**config.mk**
```make
export PLATFORM = sky130hd
export DESIGN_NAME = fetch_unit
export DESIGN_NICKNAME = d
export VERILOG_FILES = /design/src/rtl/fetch_unit.sv
export SDC_FILE = /design/constraint.sdc
export NUM_CORES = 1
export LEC_CHECK = 0
export ABC_AREA = 0
export BUFFER_PORTS_ARGS = -buffer_cell sky130_fd_sc_hd__buf_2
export CORE_ASPECT_RATIO = 1.1
export CORE_UTILIZATION = 53
export DETAILED_ROUTE_END_ITERATION = 6
export PLACE_DENSITY = 0.79
export RECOVER_POWER = 25
export SYNTH_ARGS = -nofsm -noshare
export SYNTH_HDL_FRONTEND = slang
export SYNTH_SLANG_ARGS = --single-unit
```
**constraint.sdc**
```tcl
create_clock -name clk -period 3.19 [get_ports clk]
set_input_delay 0.4785 -clock clk [delete_from_list [all_inputs] [get_ports clk]]
set_output_delay 0.4785 -clock clk [all_outputs]
set_load 0.05 [all_outputs]
```
**src/rtl/fetch_unit.sv**
```systemverilog
// Instruction-fetch front end: PC with stall/redirect plus a circular prefetch queue feeding decode.
// Fetch-to-decode latency 1 cycle; decode stalls via out_ready, fetch continues until the queue is full.
module fetch_unit #(
  parameter int ADDR_LEN    = 12,
  parameter int INSTR_LEN   = 19,
  parameter int QUEUE_DEPTH = 2,
  parameter logic [ADDR_LEN-1:0] RESET_PC = '0
) (
  input  logic                 clk,
  input  logic                 rst,
  output logic [ADDR_LEN-1:0]  imem_addr,
  input  logic [INSTR_LEN-1:0] imem_data,
  input  logic                 redirect_valid,
  input  logic [ADDR_LEN-1:0]  redirect_pc,
  output logic                 out_valid,
  input  logic                 out_ready,
  output logic [INSTR_LEN-1:0] out_instruction,
  output logic [ADDR_LEN-1:0]  out_pc_plus1
);

  localparam int PTR_W = (QUEUE_DEPTH > 1) ? $clog2(QUEUE_DEPTH) : 1;
  localparam int CNT_W = $clog2(QUEUE_DEPTH + 1);

  typedef struct packed {
    logic [INSTR_LEN-1:0] instr;
    logic [ADDR_LEN-1:0]  pc_plus1;
  } entry_t;

  entry_t               queue [QUEUE_DEPTH];
  entry_t               head_entry;
  logic [ADDR_LEN-1:0]  pc;
  logic [ADDR_LEN-1:0]  pc_plus1;
  logic [PTR_W-1:0]     head;
  logic [PTR_W-1:0]     tail;
  logic [PTR_W-1:0]     head_next;
  logic [PTR_W-1:0]     tail_next;
  logic [CNT_W-1:0]     count;
  logic                 deq;
  logic                 fetch;

  // Explicit wrap so non-power-of-two depths work.
  function automatic logic [PTR_W-1:0] ptr_inc(input logic [PTR_W-1:0] p);
    ptr_inc = (p == PTR_W'(QUEUE_DEPTH - 1)) ? '0 : p + PTR_W'(1);
  endfunction

  always_comb begin
    pc_plus1   = pc + ADDR_LEN'(1);
    head_next  = ptr_inc(head);
    tail_next  = ptr_inc(tail);
    head_entry = queue[head];
    out_valid  = (count != '0) & ~redirect_valid;
    deq        = out_valid & out_ready;
    // A full queue still accepts a new entry when the head leaves in the same cycle.
    fetch      = ~redirect_valid & ((count < CNT_W'(QUEUE_DEPTH)) | deq);
    out_instruction = out_valid ? head_entry.instr    : '0;
    out_pc_plus1    = out_valid ? head_entry.pc_plus1 : '0;
  end

  assign imem_addr = pc;

  always_ff @(posedge clk) begin
    if (!rst) begin
      pc    <= RESET_PC;
      count <= '0;
      head  <= '0;
      tail  <= '0;
    end else if (redirect_valid) begin
      pc    <= redirect_pc;
      count <= '0;
      head  <= tail;
    end else begin
      if (fetch) begin
        pc   <= pc_plus1;
        tail <= tail_next;
      end
      if (deq) head <= head_next;
      if (fetch && !deq)      count <= count + CNT_W'(1);
      else if (deq && !fetch) count <= count - CNT_W'(1);
    end
  end

  always_ff @(posedge clk) begin
    if (rst && fetch) queue[tail] <= '{instr: imem_data, pc_plus1: pc_plus1};
  end

endmodule
```
* Word-level counts from Yosys, hierarchy flattened
Memory sizes are Yosys's and may differ from the RTL's. A register that Yosys moved wholly into a read port is not among the register bits.
Cells that the tools add are included.
** Cells by class
- Reduce and logical (&&, ||, !) cells :: 11
- Bitwise gates (word level) :: 6
- Mux-type cells :: 14
- Add/subtract/negate cells :: 5
- $lt $le $gt $ge :: 1
** Operator list (number)
- 12-bit two-way mux :: 3
- 19-bit two-way mux :: 1
- 12-bit by 1-bit adder with 12-bit output (second input constant) :: 1
- 1-bit two-way mux :: 8
- 2-bit nonzero test :: 4
- 2-bit two-way mux :: 2
- 1-bit AND :: 3
- 1-bit logical AND :: 3
- 1-bit adder (second input constant) :: 2
- 2-bit by 1-bit adder with 2-bit output (second input constant) :: 1
- 1-bit logical NOT :: 2
- 2-bit less-than comparator (second input constant) :: 1
- 1-bit inverter :: 2
- 2-bit AND reduction :: 1
- 2-bit OR reduction :: 1
- 2-bit by 1-bit subtractor with 2-bit output (second input constant) :: 1
- 1-bit bitwise OR :: 1
** Word-level totals
- Word-level logic and storage cells :: 42
- Register bits :: 16
- Bits in writable memories :: 62
- Memories kept :: 1
** Memory list
- queue :: words 2, bits a word 31, rd ports 1, clocked after memory_dff 1, wr ports 1, line 29 : entry_t queue [QUEUE_DEPTH];

* Longest topological paths before layout
Gate-level depths: netlist of the first run.
- Depth after elaboration :: 9
- Depth in mapped cells :: 8
- Mapped depth without buffers :: 8

* Worst setup path before layout of the first run
No wires, ideal clock.
- Path kind :: register -> register
- Start point :: register count[1]
- End point :: memory queue[0][0] in the netlist's numbering, enable pin
- Setup time :: 0.419 ns
- Cell stages (with the launch flop) :: 6
- Data arrival time :: 2.244 ns
- Required time :: 2.771 ns
- Slack :: 0.528 ns
- Path through :: dfxtp_1 buf_6 nor2b_4 buf_6 or2_1 nor2_1
** On the way
- Word-level cells in the longest chain between the ends :: 8
- Elaborated cells between the ends (all ways) :: 9
- Classes of those cells :: order compare: 1; mux: 2; bitwise: 4; reduce/logical: 2
** Ends and longest elaborated chain
- start, declared :: line 37 : logic [CNT_W-1:0] count;
- start signal, assigned :: line 77 : if (fetch && !deq) count <= count + CNT_W'(1);
- start signal, assigned :: line 78 : else if (deq && !fetch) count <= count - CNT_W'(1);
- 2-bit nonzero test :: line 51 : out_valid = (count != '0) & ~redirect_valid;
- 1-bit AND :: line 51
- 1-bit AND :: line 52 : deq = out_valid & out_ready;
- 1-bit bitwise OR * :: line 54 : fetch = ~redirect_valid & ((count < CNT_W'(QUEUE_DEPTH)) | deq);
- 1-bit AND * :: line 54
- 1-bit logical AND * :: line 83 : if (rst && fetch) queue[tail] <= '{instr: imem_data, pc_plus1: pc_plus1};
- 1-bit two-way mux * :: line 83
- 1-bit two-way mux (implied by the code) * :: line 83
- end, declared :: line 29
Every way passes the cells marked *; elsewhere a longest branch is shown, timed or not.

==> results of run 1 <==
power breakdown:
part,switching [mW],internal [mW]
sequential,0.0429,1.17
combinational,0.201,0.0942
clock,0.342,0.438
routing by layer:
layer / up-vias / track usage (%) / part of all wire, %
met3: 12 / 2.947 / 5.0
li1: 1088 / - / -
met4: 0 / 11.28 / 2.3
met5: - / 0 / 0
met1: 1006 / 22.76 / 44
met2: 83 / 31.54 / 49
how the worst max path moves through the flow:
stage,startpoint,end,cells past startpoint
2_1_floorplan,count[1],queue[0][0],5
3_3_place_gp,redirect_valid,count[1],9
3_5_place_dp,redirect_valid,count[1],9
4_1_cts,flip-flop,out_instruction[0],4
5_1_grt,flip-flop,out_instruction[6],4
6_report,flip-flop,out_pc_plus1[11],4
area by class of cell:
class                           count  share of cell area, %
Clock inverter                      6                  2.089
Inverter                            6                 0.5530
Tap cell                           80                  2.458
Timing Repair Buffer               82                  10.05
Multi-Input combinational cell    161                  27.62
Clock buffer                       10                  3.134
Sequential cell                    79                  54.10
layout by cell type (no fill, tap or decap), types with 2 or more instances in the layout:
master / n
a211oi_2: 3
a21oi_1: 12
and2_1: 2
buf_2: 69
buf_4: 4
bufinv_16: 2
clkbuf_1: 10
clkbuf_8: 9
clkinv_2: 2
clkinvlp_4: 2
dfxtp_1: 16
edfxtp_1: 62
ha_1: 2
inv_1: 4
inv_2: 2
mux2i_1: 32
nand2_1: 11
nand3_1: 5
nand3_2: 2
nor2_1: 37
nor2_2: 3
o21ai_0: 13
or3_1: 2
xnor2_1: 15
xor2_1: 7
per-stage QoR:
step	utilization (%)	worst slack (ns)
floorplan	-	0.5275
global placement	62.59	0.9579
detailed placement	62.59	0.8694
CTS	66.02	0.7313
global route	65.76	0.6580
finish	65.76	0.7799
flip-flops by register name (all words and copies together) (netlist names), named ones only:
register,flops
queue,62
imem_addr,12
count,2
head,1
tail,1
kinds of logic (layout without fill, tap and decap cells):
| family | count (synthesis) | count (layout) | synth area share (%) |
|---|---|---|---|
| DFF | 79 | 79 | 64.49 |
| and+or+nand+nor | 70 | 70 | 10.37 |
| AOI/OAI and AO/OA | 35 | 35 | 6.706 |
| muxes | 32 | 32 | 9.381 |
| xor gates and xnor gates | 22 | 22 | 5.643 |
| buffers and inverters | 19 | 104 | 2.675 |
| adders and majority gates | 2 | 2 | 0.7328 |
==> impl_results.md, run 1 <==
- Clock Path Buffers: 2
- Drt first pass iters: 4
- Element type at the critical path start: flip-flop
- # fillers: 493
- Clk sinks: 79
- Gr usage total: 18.73%
- Slew @ Worst Pin: 0.6409 ns
- Layout cell share with drive strength beyond 1: 30.81%
- Synth warnings: 0
- Area post-placement: 3876 um^2
- Final Net Count: 376
- Clk slew on worst S/H paths: 0.08 ns
- IO Pins: 79
- Lkg Pwr: 1.556 nW
- Sequential-to-total area share from yosys stat: 64.49%
- Yosys top cell by area: edfxtp_1
- Synth cell count leaders: edfxtp_1 (62), nor2_1 (39), mux2i_1 (32)
- Top cell family by delay on the critical path: flip-flops
- Area growth syn-to-layout: 19.27%
- Mapped Nets: 296
- RSZ-0062 raised after global routing: no
- Cts hold-fix bufs: 0
- Largest net degree at the start of global routing: 33
- Fraction of registers with async set/reset: 0%
- Overall die area: 6768 um^2
- I/O Buffers: 78
- Min-Delay Startpoint: imem_data[3]
- Placed insts: 408
- Routed Antenna Nets: 0
- Most common cell in the netlist: edfxtp_1
- Relative slew slack: 57.27%
- Crit share post-route: 75.55%
- Initial core utilization: 55.13%
- Worst-case reg-to-reg path depth: 7
- IR drop worst, VDD: 0.0003384 V
- Crit path kind: reg -> out
- Final Hold Viols: 0
- Status: completed
- Critical-path maximum fanout: 21
- Vias in the first global route: 2085
- Yosys reg bits: 79
- Reg2reg start: count[1]
- Layout Cells excl Fill: 424
- Vias/cell: 5.163
- Clk_skew: 0.006102 ns
- CP Data Arrival Time: 1.93 ns
- Setup crit end kind: output pin
- Syn Area/Cell: 13.18 um^2
- CP peak stage delay: 0.74 ns
- WP buf/inv: 2
- # H-tree levels: 3
- Yosys cell types: 36
- Tot Pwr: 2.285 mW
- Root Driver: clkbuf_8
- Final WL: 5.971 mm
- Area contributors post-synth: edfxtp_1 (55%), dfxtp_1 (10%), mux2i_1 (9.4%)
- Post-Layout Inst Area: 4073 um^2
- Hold Path Depth: 1
- Number of synthesized flops with an enable pin: 62
- Post-CTS setup buffers: 0
- Worst hold path endpoint: queue[0][15]
- Max Cap Viol: 0
- # resized after CTS: 0
- Worst hold slack: 0.3235 ns
- Synth top area share: 54.53%
- Core Area: 6193 um^2
- CP Data Required Time: 2.71 ns
- Primary FF master, synth: edfxtp_1
- First-pass GRT wire length: 9.425 mm
- Max Clock Freq: 0.4149 GHz
- Grt ovf: 0
- Die Ht: 86.18 um
- Area occupied by multi-input gates: 1125 um^2
- Mapped Cells: 259
- CTS tree: yes
- Slowest cell on crit path: dfxtp_2
- Die width: 78.53 um
- Antenna diodes: 0
- Max Slew Vio Count: 0
- Wire length per cell: 14.08 um
- Min-Delay Path Class: in -> reg
- Worst reg-to-reg setup slack: 1.16 ns
- Clk_lat worst skew: 0.34 ns
- Cell chain of the critical path: buf_4, mux2i_1, nor2_1, buf_2
- Number of DRC markers in iteration 0: 78
- HPWL Detailed: 4.072 mm
- Worst R2R End: count[1]
- GP Congestion: 0.8091
- Final Critical Period: 2.410 ns
- Antenna violations before repair: 0
- Setup TNS: 0 ns
- Inserted Clock Buffers: 9
- Pwr dens: 561.1 nW/um^2
- Sequential cell area: 2203 um^2
- Routed via count: 2189
- DRC viols: 0
- Post-Syn Area: 3415 um^2
- Row cnt: 30
- # setup viols final: 0
No activity file was read; power rests on OpenSTA's default activity.
==> run 2: changes to the inputs <==
- ABC_AREA: 0 -> 1
- CORE_UTILIZATION: 53 -> 54
- clock period: 3.19 -> 2.51 ns (I/O delays scaled with it)
==> run 2 against run 1 <==
Net effect:
- area after synthesis grew 5.7%
- count of clock-buffer cells in the layout increased by 1
- sequential share of layout area down 3.2 points
- global-route usage increased by 2.8 points
- sequential power increased by 25%
- cell area is 6.2% higher
- critical endpoint is now out_pc_plus1[4]
- largest cell class unchanged
==> impl_results.md, run 2 <==
- Status: completed
- Slew @ Worst Pin: 0.4765 ns (-0.1645 ns)
- Routed Antenna Nets: 0 (unchanged)
- First-pass GRT wire length: 11.16 mm (+18%)
- Gr usage total: 21.54% (+2.8 points)
- Yosys top cell by area: edfxtp_1
- Reg2reg start: count[1]
- Number of synthesized flops with an enable pin: 62 (unchanged)
- Setup crit end kind: output pin
- DRC viols: 0 (unchanged)
- Antenna violations before repair: 0 (unchanged)
- Top Metal Used: met4
- Primary FF master, synth: edfxtp_1
- Final Net Count: 464 (+23%)
- Clk network pwr share: 34.8% (+0.7 points)
- CTS tree: yes
- Fraction of registers with async set/reset: 0% (unchanged)
- Cts hold-fix bufs: 0 (unchanged)
- Grt ovf: 0 (unchanged)
- Critical-path maximum fanout: 32 (+52%)
- Inserted Clock Buffers: 9 (unchanged)
- Synth top area share: 51.58% (-2.9 points)
- # resized after CTS: 0 (unchanged)
- # H-tree levels: 3 (unchanged)
- Area contributors post-synth: edfxtp_1 (52%), mux2_2 (9.7%), dfxtp_1 (9.4%)
- CP Data Arrival Time: 1.92 ns (about the same)
- Area post-placement: 4118 um^2 (+6.2%)
- Max Clock Freq: 0.4346 GHz
- Max Cap Viol: 0 (unchanged)
- Min-Delay Startpoint: imem_data[5]
- Sequential share of power: 50.8% (-2.1 points)
- HPWL Detailed: 4.955 mm (+22%)
- Initial core utilization: 57.24% (+2.1 points)
- Core Area: 6306 um^2 (+1.8%)
- Mapped Nets: 381 (+29%)
- Most frequent cells in the layout: nand2_1 (88), buf_2 (66), edfxtp_1 (62)
- Lkg Pwr: 2.040 nW (+31%)
- Max Slew Vio Count: 0 (unchanged)
- Crit share post-route: 91.68%
- Sw Ratio: 25.88% (+0.22 points)
- Clk slew on worst S/H paths: 0.08 ns (about the same)
- Root Driver: clkbuf_8
- Overall die area: 7016 um^2 (+3.7%)
- Synth warnings: 0 (unchanged)
- Wire length on met2: 3.585 mm (+22%)
- Antenna diodes: 0 (unchanged)
- Met3 WL: 417 um (+40%)
- IO Pins: 79 (unchanged)
- Largest reg by FF count: queue
- Number of DRC markers in iteration 0: 91 (+17%)
- Sequential-to-total area share from yosys stat: 61.01% (-3.5 points)
- RSZ-0062 raised after global routing: no
- Worst hold slack: 0.2076 ns (-0.1159 ns)
- Clk sinks: 79 (unchanged)
- Clock Path Buffers: 2 (unchanged)
- Synth cell count leaders: nand2_1 (88), edfxtp_1 (62), inv_1 (55)
- Clk_skew: 0.006819 ns (+0.0007167 ns)
- Final WL: 6.982 mm (+17%)
- Wire length per cell: 13.64 um (-3.2%)
- I/O Buffers: 78 (unchanged)
- Post-CTS setup buffers: 0 (unchanged)
- Pwr dens: 688.1 nW/um^2 (+23%)
- Yosys cell types: 33 (-8.3%)
- Mapped Cells: 344 (+33%)
- Final Critical Period: 2.301 ns
- CP Data Required Time: 2.13 ns (-0.58 ns)
- Relative slew slack: 68.19% (+11 points)
- # setup viols final: 0 (unchanged)
- Area growth syn-to-layout: 19.79%
- Psw: 769.9 uW (+31%)
- Vias/cell: 5.088 (-1.4%)
- Drt first pass iters: 4 (unchanged)
- Post-Syn Area: 3610 um^2 (+5.7%)
- Crit path kind: reg -> out
- Die width: 79.96 um (+1.8%)
- Crit path launch: count[1]
- Vias in the first global route: 2515 (+21%)
- Final Hold Viols: 0 (unchanged)
- Element type at the critical path start: flip-flop
- WL met1: 2.918 mm (+12%)
- Row cnt: 30 (unchanged)
- Combinational Power Share: 14.3% (+1.4 points)
- Commonest non-fill, non-tap cell in the layout: nand2_1
- Die Ht: 87.75 um (+1.8%)
- GP Congestion: 0.8839 (+9.2%)
- Yosys reg bits: 79 (unchanged)
- Min-Delay Path Class: in -> reg
- Clk_lat worst skew: 0.35 ns (about the same)
- Max FFs per register: 62 (unchanged)
- Most common cell in the netlist: nand2_1
- Largest net degree at the start of global routing: 33 (unchanged)
- Setup TNS: 0 ns (unchanged)
- Post-Layout Inst Area: 4324 um^2 (+6.2%)
- Internal: 2.205 mW (+30%)
- Routed via count: 2605 (+19%)
- Syn Area/Cell: 10.49 um^2 (-20%)
- IR drop worst, VDD: 0.0003327 V (-1.7%)
- Layout cell share with drive strength beyond 1: 29.63% (-1.2 points)
[run 2: cell count changes after synthesis, moves of 5 or more]
| cell | delta |
|---|---|
| o21ai_0 | -7 |
| mux2i_1 | -31 |
| nand4_1 | +6 |
| xnor2_1 | -14 |
| nand3_1 | +5 |
| inv_1 | +51 |
| clkbuf_1 | -5 |
| mux2_2 | +31 |
| nor2_1 | -17 |
| xor2_1 | -5 |
| nand2_1 | +77 |
[run 2: cells by family (layout without fill, tap and decap cells)]
group	Yosys count	in the layout	synth area share, %
xor+xnor	3	3	0.7280
simple gates	138	138	16.40
compound gates	22	22	3.570
buf+inv	68	156	7.660
flops	79	79	61.01
mux	32	32	9.948
fa+ha+maj	2	2	0.6931
[run 2: critical path: stages (launching register included)]
cell and delay [ns]:
dfxtp_1 0.62, inv_1 0.10, nand2_2 0.10, nand2_1 0.06, inv_1 0.10, buf_12 0.19, nand2_1 0.09, inv_1 0.06
buf_2 0.25
[run 2: path summary, 6_finish.rpt]
path                      to  slack [ns]  cells after the start
max          out_pc_plus1[4]        0.21                      8
min             queue[1][17]        0.21                      1
max reg2reg         count[1]        0.47                     10
min reg2reg             tail        0.52                      2
[run 2: cell type report]
type	instances	area (um^2)
Fill cell	506	1982
Tap cell	80	100.1
Multi-Input combinational cell	197	1134
Clock buffer	11	141.4
Inverter	57	214.0
Sequential cell	79	2202
Clock inverter	5	82.58
Timing Repair Buffer	83	450.4
[run 2: power by group through the flow]
stage	Sequential [mW]	Clock, mW	Combinational (mW)
final	1.51	1.04	0.427
after CTS	1.51	1.05	0.433
after detailed placement	1.54	0	0.432
after global placement	1.54	0	0.422
after floorplan	1.58	0	0.271
after global routing	1.52	1.11	0.463
[run 2: metrics by stage]
| stage | cells | power, mW | util (%) | setup slack (ns) |
|---|---|---|---|---|
| after floorplan | 344 | 1.847 | - | 0.2605 |
| after detailed placement | 496 | 1.974 | 65.30 | 0.4191 |
| after CTS | 512 | 3.000 | 68.85 | 0.1927 |
| after global placement | 496 | 1.959 | 65.30 | 0.4901 |
| final | 512 | 2.975 | 68.57 | 0.2089 |
| after global routing | 512 | 3.089 | 68.57 | 0.03339 |
[run 2: per-layer routing]
metal  track usage (%)  vias up
met3             7.083        6
met4             6.169        0
met5                 0        -
met1             24.00     1215
met2             39.24       92
li1                  -     1292
==> run 3: changes to the inputs <==
- GPL_TIMING_DRIVEN: default -> 0
==> run 3 against run 2 <==
Net effect:
- via count increased by 0.96%
- critical path type unchanged
- cell count increased by 1.2%
- highest routed layer unchanged
- critical endpoint is now out_pc_plus1[7]
- utilization increased by 0.52 points
- largest cell class unchanged
==> impl_results.md, run 3 (synthesis gave the netlist of run 2 again) <==
- Status: completed
- RSZ-0062 raised after global routing: no
- Slack of the critical path: 0.1846 ns (-0.02424 ns)
- Routed Antenna Nets: 0 (unchanged)
- Routed via count: 2630 (+0.96%)
- Placed insts: 502 (+1.2%)
- Post-CTS setup buffers: 0 (unchanged)
- # resized after CTS: 0 (unchanged)
- Vias in the first global route: 2581 (+2.6%)
- Vias/cell: 5.077 (-0.21%)
- Clk network pwr share: 37.4% (+2.6 points)
- Final WL: 7.152 mm (+2.4%)
- Grt ovf: 0 (unchanged)
- Sw Ratio: 25.58% (-0.30 points)
- Final Hold Viols: 0 (unchanged)
- Relative slew slack: 39.68% (-29 points)
- Root Driver: clkbuf_8
- Antenna violations before repair: 0 (unchanged)
- Crit path kind: reg -> out
- # setup viols final: 0 (unchanged)
- Reg2reg start: count[1]
- Max Slew Vio Count: 0 (unchanged)
- Clock Path Buffers: 2 (unchanged)
- Clk sinks: 79 (unchanged)
- Max Clock Freq: 0.4300 GHz (-1.0%)
- Combinational Power Share: 13.9% (-0.4 points)
- Top cell family by delay on the critical path: buffers and inverters
- Number of DRC markers in iteration 0: 139 (+53%)
- Setup TNS: 0 ns (unchanged)
- I/O Buffers: 78 (unchanged)
- Max Cap Viol: 0 (unchanged)
- DRC viols: 0 (unchanged)
- First-pass GRT wire length: 11.61 mm (+4.0%)
- IO Pins: 79 (unchanged)
- Cell chain of the critical path: buf_1, mux2_2, nand2_1, inv_1, buf_2
- Most frequent cells in the layout: nand2_1 (88), buf_2 (73), edfxtp_1 (62)
- Lkg Pwr: 2.067 nW (+1.3%)
- Final Critical Period: 2.325 ns (+0.02424 ns)
- CP Data Arrival Time: 1.95 ns (+0.03 ns)
- Min-Delay Path Class: in -> reg
- Max FFs per register: 62 (unchanged)
- Gr usage total: 22.16% (+0.62 points)
- Slowest cell on crit path: buf_1
- Tot Pwr: 3.102 mW (+4.3%)
- Post-Layout Inst Area: 4357 um^2 (+0.75%)
- Drt first pass iters: 4 (unchanged)
- CP peak stage delay: 0.48 ns (-0.14 ns)
- Sequential share of power: 48.7% (-2.1 points)
- WP buf/inv: 3 (-2)
- Cts hold-fix bufs: 0 (unchanged)
- Die width: 79.96 um (unchanged)
- Sequential cell area: 2202 um^2 (unchanged)
- CTS tree: yes
- Final Net Count: 470 (+1.3%)
- Critical-path maximum fanout: 10 (-69%)
- Layout Cells excl Fill: 518 (+1.2%)
- Min-Delay Startpoint: imem_data[5]
- Clk_skew: 0.01176 ns (+0.004941 ns)
- Inserted Clock Buffers: 9 (unchanged)
- Psw: 793.3 uW (+3.0%)
- Wire length per cell: 13.81 um (+1.2%)
- Pwr dens: 712.0 nW/um^2 (+3.5%)
- Element type at the critical path start: flip-flop
- Internal: 2.308 mW (+4.7%)
- Antenna diodes: 0 (unchanged)
- Overall die area: 7016 um^2 (unchanged)
- Crit share post-route: 92.64% (+0.97 points)
- Largest reg by FF count: queue
- Row cnt: 30 (unchanged)
- Area occupied by multi-input gates: 1146 um^2 (+1.1%)
- CP Data Required Time: 2.13 ns (about the same)
- HPWL Detailed: 4.859 mm (-2.0%)
- Slew @ Worst Pin: 0.9027 ns (+0.4262 ns)
- Area growth syn-to-layout: 20.69%
- Area post-placement: 4115 um^2 (about the same)
- GP Congestion: 0.8230 (-6.9%)
- Die Ht: 87.75 um (unchanged)
- # H-tree levels: 3 (unchanged)
- Commonest non-fill, non-tap cell in the layout: nand2_1
- Clk slew on worst S/H paths: 0.09 ns (about the same)
- # fillers: 490 (-3.2%)
- Dpl ws: 0.1608 ns (-0.2583 ns)
- Setup crit end kind: output pin
- Layout cell share with drive strength beyond 1: 30.59% (+0.96 points)
- IR drop worst, VDD: 0.0003980 V (+20%)
- Initial core utilization: 57.24% (unchanged)
- Clk_lat worst skew: 0.35 ns (about the same)
- Largest net degree at the start of global routing: 32 (-3.0%)
- Core Area: 6306 um^2 (unchanged)
## run 3: cell types whose count changed in the layout (fill, tap and decap cells not counted), moves of 2 or more
cell    delta
buf_4      -2
buf_6      +2
buf_2      +7
nor2_4     +2
buf_12     -3
buf_1      +2
## run 3: power by group through the flow
stage	Clock [mW]	Combinational [mW]	Sequential, mW
floorplan	0	0.271	1.58
global placement	0	0.419	1.54
detailed placement	0	0.430	1.54
CTS	1.18	0.434	1.51
global route	1.23	0.466	1.52
finish	1.16	0.430	1.51
## run 3: final timing paths
path	endpoint	depth (start not counted)	slack [ns]
max	out_pc_plus1[7]	5	0.18
min	queue[1][17]	1	0.22
max reg2reg	queue[0][24]	8	0.25
min reg2reg	tail	2	0.51
## run 3: metrics by stage
stage	util [%]	hold slack [ns]
6_report	69.09	0.2161
5_1_grt	69.09	0.1982
4_1_cts	69.29	0.1953
3_5_place_dp	65.26	0.5017
3_3_place_gp	65.10	0.4604
2_1_floorplan	-	0.4501
## run 3: final cells by class
type,instances,area share [%]
Inverter,57,4.911
Buffer,11,1.436
Clock inverter,6,2.671
Clock buffer,10,3.159
Multi-Input combinational cell,197,26.31
Timing Repair Buffer,78,8.673
Tap cell,80,2.298
Sequential cell,79,50.55
## run 3: routing by layer
metal	vias to the layer above	track usage [%]	routed length, um
met5	-	0	0
met4	0	8.766	55
met3	5	4.583	395
met2	92	39.39	3694
met1	1222	26.35	3007
li1	1311	-	-
